<file path="src/rtl/bp_me_stream_mem_arbiter.sv">
// bp_me_stream_mem_arbiter
//   Merges the I$ (requester 0) and D$ (requester 1) BedRock stream memory
//   command buses onto one memory port and routes each memory response back
//   to the requester that issued the matching command. Arbitration is
//   round-robin per message; a multi-beat command keeps the grant until its
//   last beat. The memory answers in command order, so a small tag FIFO of
//   requester ids is enough to steer responses.
//
// Ports
//   clk_i, reset_n_i          single clock, async active-low reset
//   req_cmd_*                 two packed requester command channels (header + data)
//   mem_cmd_*                 merged command channel towards memory
//   mem_resp_*                shared response channel from memory
//   req_resp_*                two packed requester response channels
//   Packed 2x buses carry requester i in slice [i*W +: W].
//
// States
//   C_IDLE | accepting a command header from the granted requester
//   C_DATA | streaming data beats of the registered grant until last
//   R_IDLE | waiting for a response header, steered by the tag FIFO head
//   R_DATA | streaming response beats to the registered target until last

module bp_me_stream_mem_arbiter #(
  parameter int header_width_p = 64,
  parameter int dword_width_p  = 64,
  parameter int fill_width_p   = 64,
  parameter int outstanding_p  = 4
) (
  input  logic                        clk_i,
  input  logic                        reset_n_i,

  input  logic [2*header_width_p-1:0] req_cmd_header_i,
  input  logic [2*dword_width_p-1:0]  req_cmd_critical_i,
  input  logic [1:0]                  req_cmd_header_v_i,
  output logic [1:0]                  req_cmd_header_ready_and_o,
  input  logic [1:0]                  req_cmd_has_data_i,
  input  logic [2*fill_width_p-1:0]   req_cmd_data_i,
  input  logic [1:0]                  req_cmd_data_v_i,
  output logic [1:0]                  req_cmd_data_ready_and_o,
  input  logic [1:0]                  req_cmd_last_i,

  output logic [header_width_p-1:0]   mem_cmd_header_o,
  output logic [dword_width_p-1:0]    mem_cmd_critical_o,
  output logic                        mem_cmd_header_v_o,
  output logic                        mem_cmd_has_data_o,
  input  logic                        mem_cmd_header_ready_and_i,
  output logic [fill_width_p-1:0]     mem_cmd_data_o,
  output logic                        mem_cmd_data_v_o,
  output logic                        mem_cmd_last_o,
  input  logic                        mem_cmd_data_ready_and_i,

  input  logic [header_width_p-1:0]   mem_resp_header_i,
  input  logic [dword_width_p-1:0]    mem_resp_critical_i,
  input  logic                        mem_resp_header_v_i,
  input  logic                        mem_resp_has_data_i,
  output logic                        mem_resp_header_ready_and_o,
  input  logic [fill_width_p-1:0]     mem_resp_data_i,
  input  logic                        mem_resp_data_v_i,
  input  logic                        mem_resp_last_i,
  output logic                        mem_resp_data_ready_and_o,

  output logic [2*header_width_p-1:0] req_resp_header_o,
  output logic [2*dword_width_p-1:0]  req_resp_critical_o,
  output logic [1:0]                  req_resp_header_v_o,
  output logic [1:0]                  req_resp_has_data_o,
  input  logic [1:0]                  req_resp_header_ready_and_i,
  output logic [2*fill_width_p-1:0]   req_resp_data_o,
  output logic [1:0]                  req_resp_data_v_o,
  output logic [1:0]                  req_resp_last_o,
  input  logic [1:0]                  req_resp_data_ready_and_i
);

  localparam logic [0:0] C_IDLE = 1'b0;
  localparam logic [0:0] C_DATA = 1'b1;
  localparam logic [0:0] R_IDLE = 1'b0;
  localparam logic [0:0] R_DATA = 1'b1;

  localparam int PTR_W = $clog2(outstanding_p);
  localparam int CNT_W = $clog2(outstanding_p + 1);

  logic [0:0]               r_cstate;
  logic [0:0]               r_rstate;
  logic                     r_rr_ptr;
  logic                     r_cmd_gnt;
  logic                     r_resp_tgt;
  logic [outstanding_p-1:0] r_tags;
  logic [PTR_W-1:0]         r_wr_ptr;
  logic [PTR_W-1:0]         r_rd_ptr;
  logic [CNT_W-1:0]         r_count;

  logic       w_full;
  logic       w_empty;
  logic       w_cmd_idle;
  logic       w_cmd_data;
  logic       w_resp_idle;
  logic       w_resp_data;
  logic [1:0] w_elig;
  logic       w_grant;
  logic       w_head;
  logic       w_push;
  logic       w_pop;
  logic       w_cmd_data_done;
  logic       w_resp_data_done;

  function automatic logic [PTR_W-1:0] ptr_inc(input logic [PTR_W-1:0] p);
    return (p == PTR_W'(outstanding_p - 1)) ? '0 : p + PTR_W'(1);
  endfunction

  assign w_full  = (r_count == CNT_W'(outstanding_p));
  assign w_empty = (r_count == '0);
  assign w_head  = r_tags[r_rd_ptr];

  // Outputs are gated with reset_n_i so every valid/ready drops as soon as
  // reset asserts, not at the next edge.
  assign w_cmd_idle  = reset_n_i & (r_cstate == C_IDLE);
  assign w_cmd_data  = reset_n_i & (r_cstate == C_DATA);
  assign w_resp_idle = reset_n_i & (r_rstate == R_IDLE);
  assign w_resp_data = reset_n_i & (r_rstate == R_DATA);

  // A full tag FIFO makes nobody eligible; a pop in the same cycle does not
  // help until the next cycle.
  assign w_elig  = req_cmd_header_v_i & {2{~w_full}};
  assign w_grant = w_elig[r_rr_ptr] ? r_rr_ptr : ~r_rr_ptr;

  always_comb begin
    mem_cmd_header_o           = '0;
    mem_cmd_critical_o         = '0;
    mem_cmd_has_data_o         = 1'b0;
    mem_cmd_header_v_o         = 1'b0;
    mem_cmd_data_o             = '0;
    mem_cmd_data_v_o           = 1'b0;
    mem_cmd_last_o             = 1'b0;
    req_cmd_header_ready_and_o = '0;
    req_cmd_data_ready_and_o   = '0;
    if (w_cmd_idle) begin
      mem_cmd_header_o   = w_grant ? req_cmd_header_i[2*header_width_p-1:header_width_p]
                                   : req_cmd_header_i[header_width_p-1:0];
      mem_cmd_critical_o = w_grant ? req_cmd_critical_i[2*dword_width_p-1:dword_width_p]
                                   : req_cmd_critical_i[dword_width_p-1:0];
      mem_cmd_has_data_o = req_cmd_has_data_i[w_grant];
      mem_cmd_header_v_o = |w_elig;
      req_cmd_header_ready_and_o[w_grant] = mem_cmd_header_ready_and_i & ~w_full;
    end else if (w_cmd_data) begin
      mem_cmd_data_o   = r_cmd_gnt ? req_cmd_data_i[2*fill_width_p-1:fill_width_p]
                                   : req_cmd_data_i[fill_width_p-1:0];
      mem_cmd_data_v_o = req_cmd_data_v_i[r_cmd_gnt];
      mem_cmd_last_o   = req_cmd_last_i[r_cmd_gnt];
      req_cmd_data_ready_and_o[r_cmd_gnt] = mem_cmd_data_ready_and_i;
    end
  end

  // Response payload is broadcast; only the valids are steered.
  always_comb begin
    req_resp_header_o           = '0;
    req_resp_critical_o         = '0;
    req_resp_has_data_o         = '0;
    req_resp_data_o             = '0;
    req_resp_last_o             = '0;
    req_resp_header_v_o         = '0;
    req_resp_data_v_o           = '0;
    mem_resp_header_ready_and_o = 1'b0;
    mem_resp_data_ready_and_o   = 1'b0;
    if (reset_n_i) begin
      req_resp_header_o   = {2{mem_resp_header_i}};
      req_resp_critical_o = {2{mem_resp_critical_i}};
      req_resp_has_data_o = {2{mem_resp_has_data_i}};
      req_resp_data_o     = {2{mem_resp_data_i}};
      req_resp_last_o     = {2{mem_resp_last_i}};
    end
    if (w_resp_idle && !w_empty) begin
      mem_resp_header_ready_and_o  = req_resp_header_ready_and_i[w_head];
      req_resp_header_v_o[w_head]  = mem_resp_header_v_i;
    end else if (w_resp_data) begin
      mem_resp_data_ready_and_o    = req_resp_data_ready_and_i[r_resp_tgt];
      req_resp_data_v_o[r_resp_tgt] = mem_resp_data_v_i;
    end
  end

  assign w_push           = mem_cmd_header_v_o & mem_cmd_header_ready_and_i;
  assign w_pop            = mem_resp_header_v_i & mem_resp_header_ready_and_o;
  assign w_cmd_data_done  = mem_cmd_data_v_o & mem_cmd_data_ready_and_i & mem_cmd_last_o;
  assign w_resp_data_done = mem_resp_data_v_i & mem_resp_data_ready_and_o & mem_resp_last_i;

  always_ff @(posedge clk_i or negedge reset_n_i) begin
    if (!reset_n_i) begin
      r_cstate  <= C_IDLE;
      r_rr_ptr  <= 1'b0;
      r_cmd_gnt <= 1'b0;
    end else begin
      case (r_cstate)
        C_IDLE: if (w_push) begin
          r_rr_ptr <= ~w_grant;
          if (req_cmd_has_data_i[w_grant]) begin
            r_cmd_gnt <= w_grant;
            r_cstate  <= C_DATA;
          end
        end
        default: if (w_cmd_data_done) r_cstate <= C_IDLE;
      endcase
    end
  end

  always_ff @(posedge clk_i or negedge reset_n_i) begin
    if (!reset_n_i) begin
      r_rstate   <= R_IDLE;
      r_resp_tgt <= 1'b0;
    end else begin
      case (r_rstate)
        R_IDLE: if (w_pop && mem_resp_has_data_i) begin
          r_resp_tgt <= w_head;
          r_rstate   <= R_DATA;
        end
        default: if (w_resp_data_done) r_rstate <= R_IDLE;
      endcase
    end
  end

  always_ff @(posedge clk_i or negedge reset_n_i) begin
    if (!reset_n_i) begin
      r_tags   <= '0;
      r_wr_ptr <= '0;
      r_rd_ptr <= '0;
      r_count  <= '0;
    end else begin
      if (w_push) begin
        r_tags[r_wr_ptr] <= w_grant;
        r_wr_ptr         <= ptr_inc(r_wr_ptr);
      end
      if (w_pop) r_rd_ptr <= ptr_inc(r_rd_ptr);
      case ({w_push, w_pop})
        2'b10:   r_count <= r_count + CNT_W'(1);
        2'b01:   r_count <= r_count - CNT_W'(1);
        default: r_count <= r_count;
      endcase
    end
  end

  // A response with no outstanding tag is held (ready stays low), never dropped.
  a_resp_without_tag: assert property (@(posedge clk_i) disable iff (!reset_n_i)
    (r_rstate == R_IDLE && mem_resp_header_v_i) |-> !w_empty);

endmodule

</file>
<file path="config.mk">
export PLATFORM = sky130hd
export DESIGN_NAME = bp_me_stream_mem_arbiter
export DESIGN_NICKNAME = d
export VERILOG_FILES = /design/src/rtl/bp_me_stream_mem_arbiter.sv
export SDC_FILE = /design/constraint.sdc
export NUM_CORES = 1
export LEC_CHECK = 0
export BUFFER_PORTS_ARGS = -buffer_cell sky130_fd_sc_hd__buf_2
export CAP_MARGIN = 20
export CELL_PAD_IN_SITES_DETAIL_PLACEMENT = 1
export CELL_PAD_IN_SITES_GLOBAL_PLACEMENT = 1
export CORE_AREA = 2 2 469 471
export CTS_CLUSTER_DIAMETER = 100
export CTS_CLUSTER_SIZE = 28
export DETAILED_ROUTE_END_ITERATION = 7
export DIE_AREA = 0 0 471 473
export GPL_ROUTABILITY_DRIVEN = 0
export PLACE_DENSITY_LB_ADDON = 0.15
export SYNTH_ARGS = -nofsm -noshare
export SYNTH_HDL_FRONTEND = slang
export SYNTH_SLANG_ARGS = --single-unit
</file>
<file path="constraint.sdc">
create_clock -name clk_i -period 2.59 [get_ports clk_i]
set_input_delay 0.1295 -clock clk_i [delete_from_list [all_inputs] [get_ports clk_i]]
set_output_delay 0.1295 -clock clk_i [all_outputs]
set_load 0.02 [all_outputs]
</file>
**Word level (Yosys, flattened, before mapping)**

Index checks and enable logic that the tools add are counted.

- $lt $le $gt $ge: 12
- Reductions and logical operators: 14
- Equal/unequal tests: 5
- $add $sub $neg: 4
- Bitwise gates (word level): 21
- Mux-type cells: 63

Operator list:

| cell | number |
|---|---|
| 64-bit two-way mux | 7 |
| 128-bit two-way mux | 3 |
| 1-bit two-way mux | 35 |
| 2-bit two-way mux | 10 |
| 1-bit bitwise AND | 11 |
| 2-bit bitwise AND | 5 |
| 1-bit by 2-bit < comparator with 1-bit output, second input constant | 5 |
| 1-bit logical AND | 7 |
| 2-bit equality test, second input constant | 3 |
| 2-bit by 3-bit < comparator with 1-bit output, second input constant | 2 |
| 3-bit one-hot mux with 2 select lines | 1 |
| 1-bit NOT | 5 |
| 2-bit by 1-bit adder with 2-bit output, second input constant | 2 |
| 4-bit bitwise mux | 1 |
| 1-bit demux with 1-bit select | 4 |
| 1-bit >= comparator, second input constant | 4 |
| 2-bit AND reduction | 2 |
| 3-bit by 1-bit adder with 3-bit output, second input constant | 1 |
| 3-bit equality test, second input constant | 1 |
| 3-bit zero test | 1 |
| 3-bit AND reduction | 1 |
| 3-bit by 1-bit subtractor with 3-bit output, second input constant | 1 |
| 1-bit binary-select mux with 2-bit select | 1 |
| 1-bit demux with 2-bit select | 1 |
| 5 further kinds | 5 |

- Register bits: 16
- Bits of input ports: 596

**Longest topological paths before layout**

- Depth after elaboration: 12
- Mapped depth: 12

**Least setup slack after synthesis**

No wires, ideal clock.

- Path type: reg-to-reg
- Start: register r_rd_ptr[0]
- End: register r_count[2]
- Required time: 2.511 ns
- Stages on the path, launching flop included: 10
- Buffers on the path: 0
- Arrival: 2.281 ns
- Clock period less this slack: 2.361 ns
- Slack: 0.229 ns
- Path through: dfrtp_1 mux4_2 mux2i_4 nor2_2 ha_1 inv_1 fa_1 xor2_1 nor2_1 xor2_1

- Longest elaborated chain between the ends: 8

RTL lines:

| item | line | source |
|---|---|---|
| from (decl) | 88 | `logic [PTR_W-1:0] r_rd_ptr;` |
| from (signal assigned) | 229 | `if (w_pop) r_rd_ptr <= ptr_inc(r_rd_ptr);` |
| 1-bit binary-select mux with 2-bit select * | 111 | `assign w_head = r_tags[r_rd_ptr];` |
| 1-bit two-way mux (implied by the code) * | 111 |  |
| 1-bit two-way mux (implied by the code) * (2 in series) | 171 | `mem_resp_header_ready_and_o = req_resp_header_ready_and_i[w_head];` |
| 1-bit two-way mux * | 170 | `if (w_resp_idle && !w_empty) begin` |
| 1-bit bitwise AND * | 180 | `assign w_pop = mem_resp_header_v_i & mem_resp_header_ready_and_o;` |
| via w_pop | 101 | `logic w_pop;` |
| 2-bit by 1-bit equality test with 1-bit output or 2-bit equality test (tied branches) | 230 | `case ({w_push, w_pop})` |
| 3-bit one-hot mux with 2 select lines or 2-bit nonzero test (tied branches) | -- |  |
| to (signal assigned) | 231 | `2'b10: r_count <= r_count + CNT_W'(1);` |
| to (signal assigned) | 232 | `2'b01: r_count <= r_count - CNT_W'(1);` |
| to (signal assigned) | 233 | `default: r_count <= r_count;` |
| to (decl) | 89 | `logic [CNT_W-1:0] r_count;` |

Mark *: on every way through the listed nets, which the timed path passes. The rest lies on a longest branch. The select of a mux whose other input is x is not followed.
A chain may end at the register's enable or synchronous reset.

**Worst setup path in the final report**

- Start: register r_count[0]
- End: output port mem_cmd_header_o[59]

- Longest elaborated chain between the ends: 8

RTL lines:

| item | line | source |
|---|---|---|
| 3-bit equality test | 109 | `assign w_full = (r_count == CNT_W'(outstanding_p));` |
| 1-bit NOT | 122 | `assign w_elig = req_cmd_header_v_i & {2{~w_full}};` |
| 2-bit bitwise AND | 122 |  |
| 1-bit two-way mux (implied by the code) (2 in series) | 123 | `assign w_grant = w_elig[r_rr_ptr] ? r_rr_ptr : ~r_rr_ptr;` |
| 1-bit two-way mux | 123 |  |
| 64-bit two-way mux | 136 | `mem_cmd_header_o = w_grant ? req_cmd_header_i[2*header_width_p-1:header_width_p]` |
| 64-bit two-way mux | 135 | `if (w_cmd_idle) begin` |
| to (decl) | 42 | `output logic [header_width_p-1:0] mem_cmd_header_o,` |

No other way between the ends. The select of a mux whose other input is x is not followed.

==> summary.md <==
Run status
• **outcome** finished clean

Setup path
• **maximum single-stage delay on the critical path** 0.44 ns
• **required arrival time at the worst endpoint** 2.46 ns
• **largest driver fanout on the critical path** 23
• **type of origin of the critical path** flop
• **worst setup path class** flop to output port
• **Worst setup EP type** output port
• **arrival time reported for the critical path endpoint** 2.35 ns
• **cell with the largest stage delay on the worst path** or3b_4
• **count of buffering cells on the critical path with inverters included** 3
• **category of cells accounting for the largest share of critical-path delay** simple AND/OR/NAND/NOR gates
• **CP Cell Sequence** or3b_4, nand3b_4, buf_12, buf_6, nand3_1, a21oi_1, buf_2

Floorplan
• **die height** 473 µm
• **area inside the core boundary** 218000 µm²
• **boundary pin count** 1190
• **die width** 471 µm
• **number of standard-cell rows in the floorplan** 172
• **Die Outline Area** 223000 µm²
• **initial core utilization** 0.0320

CTS
• **Num CTS Buffers** 3
• **maximum count of clock buffers along a single path** 2
• **clock transition time at the flip-flop clock pins of the worst setup and hold paths** 0.06 ns
• **sinks on the clock net** 16
• **number of buffers inserted for hold repair after clock tree synthesis** 0
• **deepest level of the CTS H-tree** 1
• **clock insertion delay at the later pin of the skew report** 0.26 ns
• **Clock Root Buffer** clkbuf_16
• **CTS tree** yes

Place
• **Port Buffers** 1189
• **worst setup slack before clock tree synthesis** 0.108 ns
• **detailed placement HPWL** 93400 µm
• **placed cells** 4934

Yosys
• **distinct cell type count after synthesis** 39
• **yosys warns** 0
• **post-synthesis share of cell area spent on and, or, nand and nor gates** 0.333
• **flip-flop cell with the highest count after synthesis** dfrtp_1
• **compound-cell area share of the yosys netlist** 0.200
• **dominant combinational cell family by area after synthesis** simple AND/OR/NAND/NOR gates
• **post-synthesis average cell area** 6.26 µm²
• **async set or reset register ratio after synthesis** 1.00
• **fraction of the yosys area taken by sequential cells** 0.0573
• **net count of the mapped netlist** 1719
• **register bit total from synthesis** 16
• **share of synthesized cell area in full adder, half adder and majority cells** 0.0136
• **post-synthesis instance area** 6990 µm²
• **EDFF count, synth** 0
• **share of synthesized area spent on multiplexers** 0.111
• **XOR/XNOR Fraction of Synth Area** 0.00376
• **Synth Instances** 1116

Route
• **drt first pass iters** 4
• **total number of vias** 12000
• **total length of routed wires** 105000 µm
• **average detailed-routed wire length per instance** 21.2 µm
• **violation count after the first detailed-route iteration** 297
• **number of design rule violations left after detail routing** 0
• **post-detailed-route count of antenna-violating nets** 0
• **number of vias per cell after detailed routing** 2.41

Run
• **max_cap viols** 0

Worst hold path
• **class of the tightest hold or removal check** primary input to async pin

Timing
• **top achievable clock speed** 403 MHz
• **largest clock skew in the final design** 0.00488 ns
• **Hold Vio Cnt, Final** 0
• **setup repair after global routing missed its margin** yes
• **fin. max-slew vios** 0
• **Max-slew headroom** 0.343
• **post-layout minimum cycle time** 2.48 ns
• **Slew @ Worst Pin** 0.986 ns
• **Setup violations, final** 0
• **Final Worst Setup Slack** 0.107 ns
• **part of the cycle the worst path needs** 0.959
• **accumulated negative setup slack** 0 ns

Power
• **post-layout power** 0.00850 W
• **power per cell area** 542 nW/µm²
• **leakage power** 8.09 nW
• **Max IR drop VDD** 270 µV

Global routing
• **vias in the first global route** 12600
• **initial antenna violation count** 86
• **maximum number of pins on one net before global-route repair** 113
• **global-route wire length before repair** 130000 µm
• **all-layer global routing usage** 0.0869
• **residual overflow from global routing** 0

Finish
• **final cell count without fillers** 4962
• **share of post-route cells with drive strength above 1** 0.616
• **P&R area growth vs syn** 124%
• **fill cell total of the finished layout** 26600
• **layout net count** 2677
• **area used by multi-input combinational logic** 4680 µm²
• **FF+latch area** 404 µm²

==> cell type report <==
class                           count  share of cell area
Inverter                           11             0.00263
Timing Repair Buffer             1256               0.436
Antenna cell                       18             0.00287
Sequential cell                    16              0.0258
Clock buffer                        4             0.00566
Tap cell                         2871               0.229
Multi-Input combinational cell    786               0.298
==> cells by family after synthesis <==
group                      count (synthesis)
AOI/OAI and AO/OA                        275
xor gates and xnor gates                   3
and+or+nand+nor                          427
muxes                                     74
adders and majority gates                  7
DFF                                       16
buffers and inverters                    314
==> state kept, by name, summed over array words and instances, names as in the netlist <==
signal and cells:
r_cstate 1, r_tags 4, r_rstate 1, r_rd_ptr 2, r_resp_tgt 1, r_cmd_gnt 1, r_rr_ptr 1, r_count 3
r_wr_ptr 2
==> path summary, 6_finish.rpt <==
kind	from	end	slack, ns	cells past startpoint
worst max-delay path	r_count[0]$_DFFE_PN0P_	mem_cmd_header_o[59]	0.11	7
worst min-delay path	reset_n_i	r_rd_ptr[0]$_DFFE_PN0P_	0.02	2
worst max register to register	r_rd_ptr[0]$_DFFE_PN0P_	r_count[2]$_DFFE_PN0P_	0.16	9
worst min register to register	r_count[2]$_DFFE_PN0P_	r_count[2]$_DFFE_PN0P_	0.50	1
max in group asynchronous	reset_n_i	r_tags[0]$_DFFE_PN0P_	2.22	2
min in group clk_i	mem_resp_data_v_i	r_rstate$_DFF_PN0_	0.20	3
==> cells in the mapped netlist (2+ instances only) <==
master,number,area share
a21oi_1,134,0.096
a31oi_1,4,0.0036
and2_1,194,0.17
buf_1,7,0.0038
buf_2,42,0.030
buf_4,195,0.21
clkbuf_1,59,0.032
dfrtp_1,16,0.057
ha_1,6,0.011
inv_1,11,0.0059
mux2_1,2,0.0032
mux2i_1,68,0.097
nand2_1,7,0.0038
nand3_1,132,0.095
nor2_1,78,0.042
nor2b_1,2,0.0018
nor3_1,3,0.0021
nor3b_2,3,0.0054
o21ai_0,131,0.094
or3_1,2,0.0018
xor2_1,2,0.0025
==> through the flow <==
stage	hold slack (ns)	util	cell area, µm²
floorplan	-0.166	-	6990
global placement	0.349	0.0707	15400
detailed placement	0.344	0.0707	15400
CTS	0.0647	0.0711	15500
global route	0.0433	0.0718	15700
finish	0.0151	0.0719	15700
==> worst reg2reg max path, stage by stage, from the launching register on <==
cell	delay [ns]
dfrtp_1	0.40
mux4_2	0.57
mux2i_4	0.22
nor2_2	0.11
ha_1	0.18
inv_1	0.06
fa_1	0.39
xor2_1	0.16
nor2_1	0.11
xor2_1	0.14
==> power by group <==
group | switching (W) | leakage (nW) | internal (W)
logic | 0.00494 | 7.86 | 0.00266
clock network | 0.000116 | 0.0443 | 0.000236
registers | 0.000179 | 0.187 | 0.000373
total | 0.00523 | 8.09 | 0.00327
==> placed cells by master, fill, tap and decap left out, types with 2 or more instances in the layout <==
cell type	count
o21ai_0	131
nand2_1	6
a21oi_1	133
buf_2	1176
diode_2	18
nand3_1	132
nor3_1	3
nor2b_1	2
nor2_1	78
dfrtp_1	15
or3_1	2
clkbuf_16	5
mux2_1	2
ha_1	6
and2_1	194
xor2_1	2
nor3b_2	2
a31oi_1	4
buf_4	50
inv_1	11
buf_6	4
buf_12	24
mux2i_1	68
==> what timing repair did <==
item	CTS	global route
resized for setup	2	7
buffers inserted	0	5
cloned	0	2
setup endpoints to repair	28	54
pin swaps	0	2
==> layer usage <==
metal | GRT usage | routed length, µm | vias up
li1 | - | - | 5508
met1 | 0.0872 | 36800 | 5540
met2 | 0.174 | 57900 | 713
met3 | 0.0304 | 8750 | 141
met4 | 0.00854 | 1390 | 72
met5 | 0 | 459 | -
(Power assumes the default switching activity.)
